===== src/rtl/mat_mul_pkg.sv =====
// Shared types and helpers for the matrix multiply-accumulate datapath.
package mat_mul_pkg;

    // Working width for saturating adds; accumulators must be narrower than this.
    localparam int SAT_W = 64;

    // Per-stage beat tag carried alongside the datapath.
    typedef struct packed {
        logic valid;
        logic first;
        logic last;
    } beat_tag_t;

    // $clog2 that never returns 0, for sizing arrays that need at least one entry.
    function automatic int clog2_min1(input int n);
        return (n <= 2) ? 1 : $clog2(n);
    endfunction

    // Signed add clamped to a w-bit range. Returns {clamped, sum}; the low w bits
    // of sum are the two's-complement result.
    function automatic logic [SAT_W:0] sat_add(
        input logic signed [SAT_W-1:0] a,
        input logic signed [SAT_W-1:0] b,
        input int                      w
    );
        logic signed [SAT_W:0] s;
        logic signed [SAT_W:0] hi;
        logic signed [SAT_W:0] lo;
        s  = a + b;
        hi = ((SAT_W+1)'(1) <<< (w - 1)) - (SAT_W+1)'(1);
        lo = -((SAT_W+1)'(1) <<< (w - 1));
        if (s > hi) begin
            return {1'b1, hi[SAT_W-1:0]};
        end else if (s < lo) begin
            return {1'b1, lo[SAT_W-1:0]};
        end else begin
            return {1'b0, s[SAT_W-1:0]};
        end
    endfunction

endpackage


===== src/rtl/mat_mul_adder_tree.sv =====
// Registered pairwise adder tree: sums K signed products into one W_OUT value.
// K is zero-padded up to the next power of two; one register per tree level.
module mat_mul_adder_tree
    import mat_mul_pkg::*;
#(
    parameter int W_IN  = 8,
    parameter int W_OUT = 32,
    parameter int K     = 2
) (
    input  logic                         clk,
    input  logic                         rst,
    input  logic                         en,
    input  logic [K-1:0][2*W_IN-1:0]     products,
    output logic signed [W_OUT-1:0]      sum
);

    localparam int DEPTH = $clog2(K);
    localparam int PAD   = 1 << DEPTH;
    localparam int LVLS  = clog2_min1(K);

    logic signed [W_OUT-1:0] leaf [PAD];

    for (genvar i = 0; i < PAD; i++) begin : g_leaf
        if (i < K) begin : g_real
            assign leaf[i] = W_OUT'($signed(products[i]));
        end else begin : g_pad
            assign leaf[i] = '0;
        end
    end

    if (DEPTH == 0) begin : g_pass
        // A single product needs no reduction; the product register is the only stage.
        assign sum = leaf[0];
    end else begin : g_tree
        logic signed [W_OUT-1:0] node [LVLS][PAD];

        // Each level halves the operand count; levels advance together with the pipeline.
        always_ff @(posedge clk) begin
            if (rst) begin
                for (int d = 0; d < LVLS; d++) begin
                    for (int i = 0; i < PAD; i++) begin
                        node[d][i] <= '0;
                    end
                end
            end else if (en) begin
                for (int i = 0; i < PAD / 2; i++) begin
                    node[0][i] <= leaf[2*i] + leaf[2*i+1];
                end
                for (int d = 1; d < DEPTH; d++) begin
                    for (int i = 0; i < (PAD >> (d + 1)); i++) begin
                        node[d][i] <= node[d-1][2*i] + node[d-1][2*i+1];
                    end
                end
            end
        end

        assign sum = node[DEPTH-1][0];
    end

endmodule


===== src/rtl/mat_mul_acc.sv =====
// Pipelined MxK * KxN signed matrix multiply-accumulate with tile framing,
// saturating accumulation and valid/ready backpressure.
// Pipeline: product register -> DEPTH tree levels -> accumulate/result register.
module mat_mul_acc
    import mat_mul_pkg::*;
#(
    parameter int W_IN  = 8,
    parameter int W_OUT = 32,
    parameter int M     = 2,
    parameter int K     = 2,
    parameter int N     = 2
) (
    input  logic                              clk,
    input  logic                              rst,
    input  logic                              cen,
    input  logic                              in_valid,
    output logic                              in_ready,
    input  logic                              in_first,
    input  logic                              in_last,
    input  logic [M-1:0][K-1:0][W_IN-1:0]     matrix_a,
    input  logic [K-1:0][N-1:0][W_IN-1:0]     matrix_b,
    output logic                              out_valid,
    input  logic                              out_ready,
    output logic [M-1:0][N-1:0][W_OUT-1:0]    result,
    output logic                              overflow
);

    localparam int DEPTH = $clog2(K);

    if (W_OUT < 2*W_IN + DEPTH) begin : g_bad_w_out
        $error("mat_mul_acc: W_OUT too narrow to hold one beat's dot product");
    end
    if (W_OUT >= SAT_W) begin : g_bad_sat_w
        $error("mat_mul_acc: W_OUT must be narrower than the saturation working width");
    end

    logic stall;
    logic adv;
    logic accept;

    assign stall    = out_valid && !out_ready;
    assign adv      = cen && !stall;
    assign in_ready = adv;
    assign accept   = in_valid && in_ready;

    beat_tag_t                            tag_q [DEPTH+1];
    beat_tag_t                            tag_a;
    logic [M-1:0][N-1:0][K-1:0][2*W_IN-1:0] prod_q;
    logic signed [W_OUT-1:0]              tree_sum [M][N];
    logic signed [W_OUT-1:0]              acc      [M][N];
    logic signed [W_OUT-1:0]              acc_nxt  [M][N];
    logic                                 acc_ovf;
    logic                                 ovf_nxt;

    assign tag_a = tag_q[DEPTH];

    // Product stage: unaccepted beats load zeros so idle operands never reach the tree.
    always_ff @(posedge clk) begin
        if (rst) begin
            prod_q <= '0;
        end else if (adv) begin
            for (int m = 0; m < M; m++) begin
                for (int n = 0; n < N; n++) begin
                    for (int k = 0; k < K; k++) begin
                        if (accept) begin
                            prod_q[m][n][k] <= $signed(matrix_a[m][k]) * $signed(matrix_b[k][n]);
                        end else begin
                            prod_q[m][n][k] <= '0;
                        end
                    end
                end
            end
        end
    end

    // Beat tags shift alongside the product and tree registers, one entry per stage.
    always_ff @(posedge clk) begin
        if (rst) begin
            for (int i = 0; i <= DEPTH; i++) begin
                tag_q[i] <= '0;
            end
        end else if (adv) begin
            tag_q[0] <= '{valid: accept, first: accept && in_first, last: accept && in_last};
            for (int i = 1; i <= DEPTH; i++) begin
                tag_q[i] <= tag_q[i-1];
            end
        end
    end

    for (genvar m = 0; m < M; m++) begin : g_row
        for (genvar n = 0; n < N; n++) begin : g_col
            mat_mul_adder_tree #(
                .W_IN  (W_IN),
                .W_OUT (W_OUT),
                .K     (K)
            ) u_tree (
                .clk      (clk),
                .rst      (rst),
                .en       (adv),
                .products (prod_q[m][n]),
                .sum      (tree_sum[m][n])
            );
        end
    end

    // Next accumulator value: a first beat replaces, any other beat saturating-adds.
    always_comb begin
        logic [SAT_W:0] sat_r;
        sat_r   = '0;
        ovf_nxt = tag_a.first ? 1'b0 : acc_ovf;
        for (int m = 0; m < M; m++) begin
            for (int n = 0; n < N; n++) begin
                sat_r = sat_add(SAT_W'(acc[m][n]), SAT_W'(tree_sum[m][n]), W_OUT);
                if (tag_a.first) begin
                    acc_nxt[m][n] = tree_sum[m][n];
                end else begin
                    acc_nxt[m][n] = sat_r[W_OUT-1:0];
                    ovf_nxt       = ovf_nxt | sat_r[SAT_W];
                end
            end
        end
    end

    // Accumulate/output stage: a last beat publishes the tile and clears for the next one.
    always_ff @(posedge clk) begin
        if (rst) begin
            for (int m = 0; m < M; m++) begin
                for (int n = 0; n < N; n++) begin
                    acc[m][n] <= '0;
                end
            end
            acc_ovf   <= 1'b0;
            result    <= '0;
            overflow  <= 1'b0;
            out_valid <= 1'b0;
        end else if (adv) begin
            // Advancing implies any held result is being taken this edge.
            out_valid <= tag_a.valid && tag_a.last;
            if (tag_a.valid) begin
                if (tag_a.last) begin
                    for (int m = 0; m < M; m++) begin
                        for (int n = 0; n < N; n++) begin
                            result[m][n] <= acc_nxt[m][n];
                            acc[m][n]    <= '0;
                        end
                    end
                    overflow <= ovf_nxt;
                    acc_ovf  <= 1'b0;
                end else begin
                    for (int m = 0; m < M; m++) begin
                        for (int n = 0; n < N; n++) begin
                            acc[m][n] <= acc_nxt[m][n];
                        end
                    end
                    acc_ovf <= ovf_nxt;
                end
            end
        end
    end

endmodule


===== config.mk =====
export PLATFORM = sky130hd
export DESIGN_NAME = mat_mul_acc
export DESIGN_NICKNAME = d
export VERILOG_FILES = /design/src/rtl/mat_mul_pkg.sv /design/src/rtl/mat_mul_adder_tree.sv /design/src/rtl/mat_mul_acc.sv
export SDC_FILE = /design/constraint.sdc
export NUM_CORES = 2
export LEC_CHECK = 0
export ABC_AREA = 1
export CELL_PAD_IN_SITES_DETAIL_PLACEMENT = 0
export CELL_PAD_IN_SITES_GLOBAL_PLACEMENT = 1
export CORE_AREA = 2 2 372 374
export DETAILED_ROUTE_END_ITERATION = 8
export DIE_AREA = 0 0 374 376
export PLACE_DENSITY = 0.76
export SLEW_MARGIN = 10
export SYNTH_ARGS = -nofsm -noshare
export SYNTH_HDL_FRONTEND = slang
export SYNTH_SLANG_ARGS = --single-unit

===== constraint.sdc =====
create_clock -name clk -period 5.1 [get_ports clk]
set_input_delay 1.02 -clock clk [delete_from_list [all_inputs] [get_ports clk]]
set_output_delay 1.02 -clock clk [all_outputs]
set_load 0.05 [all_outputs]

==> metrics.log <==
INFO  metric antenna_found_initial = 4
INFO  metric rsz_0062_raised_after_global_routing = yes
INFO  metric detailroute.via_count = 40,864
INFO  metric pin_count_of_the_biggest_net_entering_global_routing = 130
INFO  metric synth_cell_type_count = 55
INFO  metric cts.clk_slew.worst_paths = 60 ps
INFO  metric synthesis.instances = 6,144
INFO  metric async_flop_share = 0
INFO  metric report.final.setup_viol = 0
INFO  metric share_comb_of_total_power = 0.632
INFO  metric total_power = 24.2 mW
INFO  metric yosysWarnings = 0
INFO  metric timing.critical_path.arrival = 5470 ps
INFO  metric synth.cell_area = 47,600 um2
INFO  metric worst_ir_drop_vdd = 0.000307 V
INFO  metric yosysMostFrequentCell = sky130_fd_sc_hd__nand2_1
INFO  metric floorplan.core_area = 137,000 um2
INFO  metric cts.sink_count = 461
INFO  metric grt_first_pass_wirelength = 225,000 um
INFO  metric setup-tns-final = 0 ps
INFO  metric numPlacedInstances = 8,431
INFO  metric fin_worst_hold_slack = 461 ps
INFO  metric worstPathMaxFanout = 5
INFO  metric critical_path.max_stage_delay = 560 ps
INFO  metric critPathKind = input port to register
INFO  metric finish.instance_area = 57,500 um2
INFO  metric htree_levels = 2
INFO  metric tritoncts.num_buffers = 52
INFO  metric fp.dieW = 374 um
INFO  metric netlist_top_cells_area = sky130_fd_sc_hd__fa_1, sky130_fd_sc_hd__edfxtp_1, sky130_fd_sc_hd__ha_1, sky130_fd_sc_hd__nand2_1, sky130_fd_sc_hd__dfxtp_1
INFO  metric drcViolationCount = 0
INFO  metric setup_ws = 118 ps
INFO  metric period_needed = 4980 ps
INFO  metric route.antenna.remaining_nets = 0
INFO  metric gp_congestion = 0.920
INFO  metric syn_nets = 7,087
INFO  metric synth.yosys.seq_area_share = 0.237
INFO  metric synth.avg_cell_area = 7.74 um2
INFO  metric cap_violations = 0
INFO  metric final_layout_size_suffix_gt1_frac = 0.130
INFO  metric number_of_synthesized_register_bits = 461
INFO  metric static-leakage-power = 29.1 nW
INFO  metric insertion_delay = 650 ps
INFO  metric clock_tree.buffer_depth = 3
INFO  metric layout-area-overhead-vs-synth = 21.0%
INFO  metric totalWireLength = 143,000 um
INFO  metric placed_area = 55,100 um2
INFO  metric dieArea = 141,000 um2
INFO  metric tightestPinTransition = 1030 ps
INFO  metric internal_cell_power = 13.4 mW
INFO  metric place_hpwl = 117,000 um
INFO  metric pwr_density_cell = 421 nW/um2
INFO  metric max_slew_margin = 0.313
INFO  metric cell_row_count = 136
INFO  metric crit_path_cell_trace = clkdlybuf4s50_1, buf_12, buf_12, nand2_1, fa_1, fa_1, fa_1, inv_1, fa_1, ha_1, inv_1, o211ai_1, nand2_1, o2111ai_2, nand2_1, nand2_1, a21oi_1, xor2_1, buf_4, o21ai_0
INFO  metric required_time_of_the_critical_path = 5590 ps
INFO  metric synth.largest_area_cell = sky130_fd_sc_hd__fa_1
INFO  metric sw_frac_of_total = 0.446
INFO  metric edff_count_synth = 202
INFO  metric detailedRoute.firstIterationViolations = 2,633
INFO  metric timing.final.max_slew_violations = 0
INFO  metric cp-start-kind = input port
INFO  metric grt_usage = 0.202
INFO  metric worst_hold_path_type = register to register
INFO  metric clock_power_share = 0.166
INFO  metric port_buffers = 201
INFO  metric root_buffer = sky130_fd_sc_hd__clkbuf_16
INFO  metric wire_per_inst = 16.8 um
INFO  metric dr.pass1.iters = 5
INFO  metric seqPwrFrac = 0.201
INFO  metric cts_tree = built
INFO  metric power.switching = 10.8 mW
INFO  metric portion_of_synthesized_cell_area_occupied_by_the_leading_cell_type = 0.189
INFO  metric die_height = 376 um
INFO  metric final_core_utilization = 0.421
INFO  metric pre_cts_ws = -719 ps
INFO  metric ys_top_cells_by_count = sky130_fd_sc_hd__nand2_1, sky130_fd_sc_hd__inv_1, sky130_fd_sc_hd__a21oi_1, sky130_fd_sc_hd__fa_1, sky130_fd_sc_hd__ha_1
INFO  metric finalHoldViolations = 0
INFO  metric slowest_stage = sky130_fd_sc_hd__fa_1
INFO  metric start_util = 0.348
INFO  metric num_io_pins = 202
INFO  metric clock.fmax = 201 MHz
INFO  metric cp-end-kind = register
INFO  metric global_route.overflow_total = 0
INFO  metric grt_pass1_vias = 40,414
INFO  metric timing.clock.skew = 32.0 ps
INFO  metric fin_crit_sh = 0.977
INFO  metric nets = 7,645
INFO  metric synth_ff_type = sky130_fd_sc_hd__dfxtp_1
INFO  metric via_per_inst = 4.78
INFO  metric run_status = finished, final reports clean
INFO  metric fin_cells = 8,541
==> state kept, by name, summed over array words and instances (netlist names) <==
name                            count
acc                               128
acc_ovf                             1
g_row.g_col.u_tree.g_tree.node     68
out_valid                           1
overflow                            1
prod_q                            128
result                            128
tag_q                               6
==> area by class of cell <==
cell class                      count  area (um2)
Fill cell                       13909       79100
Multi-Input combinational cell   4238       31300
Sequential cell                   461       11300
Timing Repair Buffer              720        6360
Inverter                         1229        4620
Tap cell                         1794        2240
Clock buffer                       62        1360
Clock inverter                     35         427
Antenna cell                        2        5.00
==> worst max-delay path, delay by kind of cell <==
kind                       cells  cell delay (ps)
adders and majority gates      5             2260
buffers and inverters          6             1100
AOI/OAI and AO/OA              4              500
and+or+nand+nor                4              360
xor gates and xnor gates       1              210
==> final timing paths <==
check | from | to | slack (ps) | depth (start not counted)
hold reg to reg | prod_q[94]$_SDFFE_PP0P_ | prod_q[94]$_SDFFE_PP0P_ | 460 | 2
hold / removal | prod_q[94]$_SDFFE_PP0P_ | prod_q[94]$_SDFFE_PP0P_ | 460 | 2
setup / recovery | matrix_b[21] | prod_q[95]$_SDFFE_PP0P_ | 120 | 20
setup reg to reg | g_row[0].g_col[1].u_tree.g_tree.node[0][30]$_SDFFCE_PN0P_ | acc[0][2]$_SDFFCE_PN0P_ | 1170 | 13
==> power groups by stage <==
| stage | combinational (mW) | clock (mW) | sequential [mW] |
|---|---|---|---|
| global route | 17.2 | 4.25 | 4.91 |
| floorplan | 8.98 | 0 | 4.68 |
| detailed placement | 14.4 | 0 | 4.97 |
| global placement | 14.3 | 0 | 4.97 |
| CTS | 14.5 | 4.14 | 4.89 |
| finish | 15.3 | 4.03 | 4.87 |
==> logic make-up after synthesis <==
group,Yosys count,synth area share
buffers and inverters,1445,0.117
AND/OR/NAND/NOR,2072,0.178
adder cells (fa/ha/maj),872,0.300
XOR/XNOR,164,0.0302
flip-flops,461,0.237
AO/OA/AOI/OAI,1130,0.138
==> cells in the final DEF, fill, tap and decap left out, drive strengths merged, types with 23 or more instances in the layout <==
cell and instances:
nand2 1425, buf 519, clkdlybuf4s50 177, nor2 356, edfxtp 202, nand3 140, ha 424, o21ai 441
inv 1229, o21a 27, a21oi 458, fa 448, dfxtp 259, xor2 86, clkbuf 62, a22o 32
xnor2 78, a31oi 23, or2 47, a32o 33, nor3 66, o21bai 40
==> per-layer routing <==
metal,global-route usage,vias to the layer above,part of all wire
li1,-,20589,-
met1,0.277,19361,0.47
met2,0.342,775,0.47
met3,0.0220,137,0.042
met4,0.0435,2,0.021
met5,0,-,0.000091
==> what timing repair did <==
item | in CTS | in global routing
pin swaps | 0 | 53
endpoints found under the setup margin | 2 | 36
resized for setup | 2 | 160
setup buffers | 0 | 12
endpoints found under the hold margin | 0 | 0
hold buffers | 0 | 0
No activity file was read; power rests on OpenSTA's default activity.
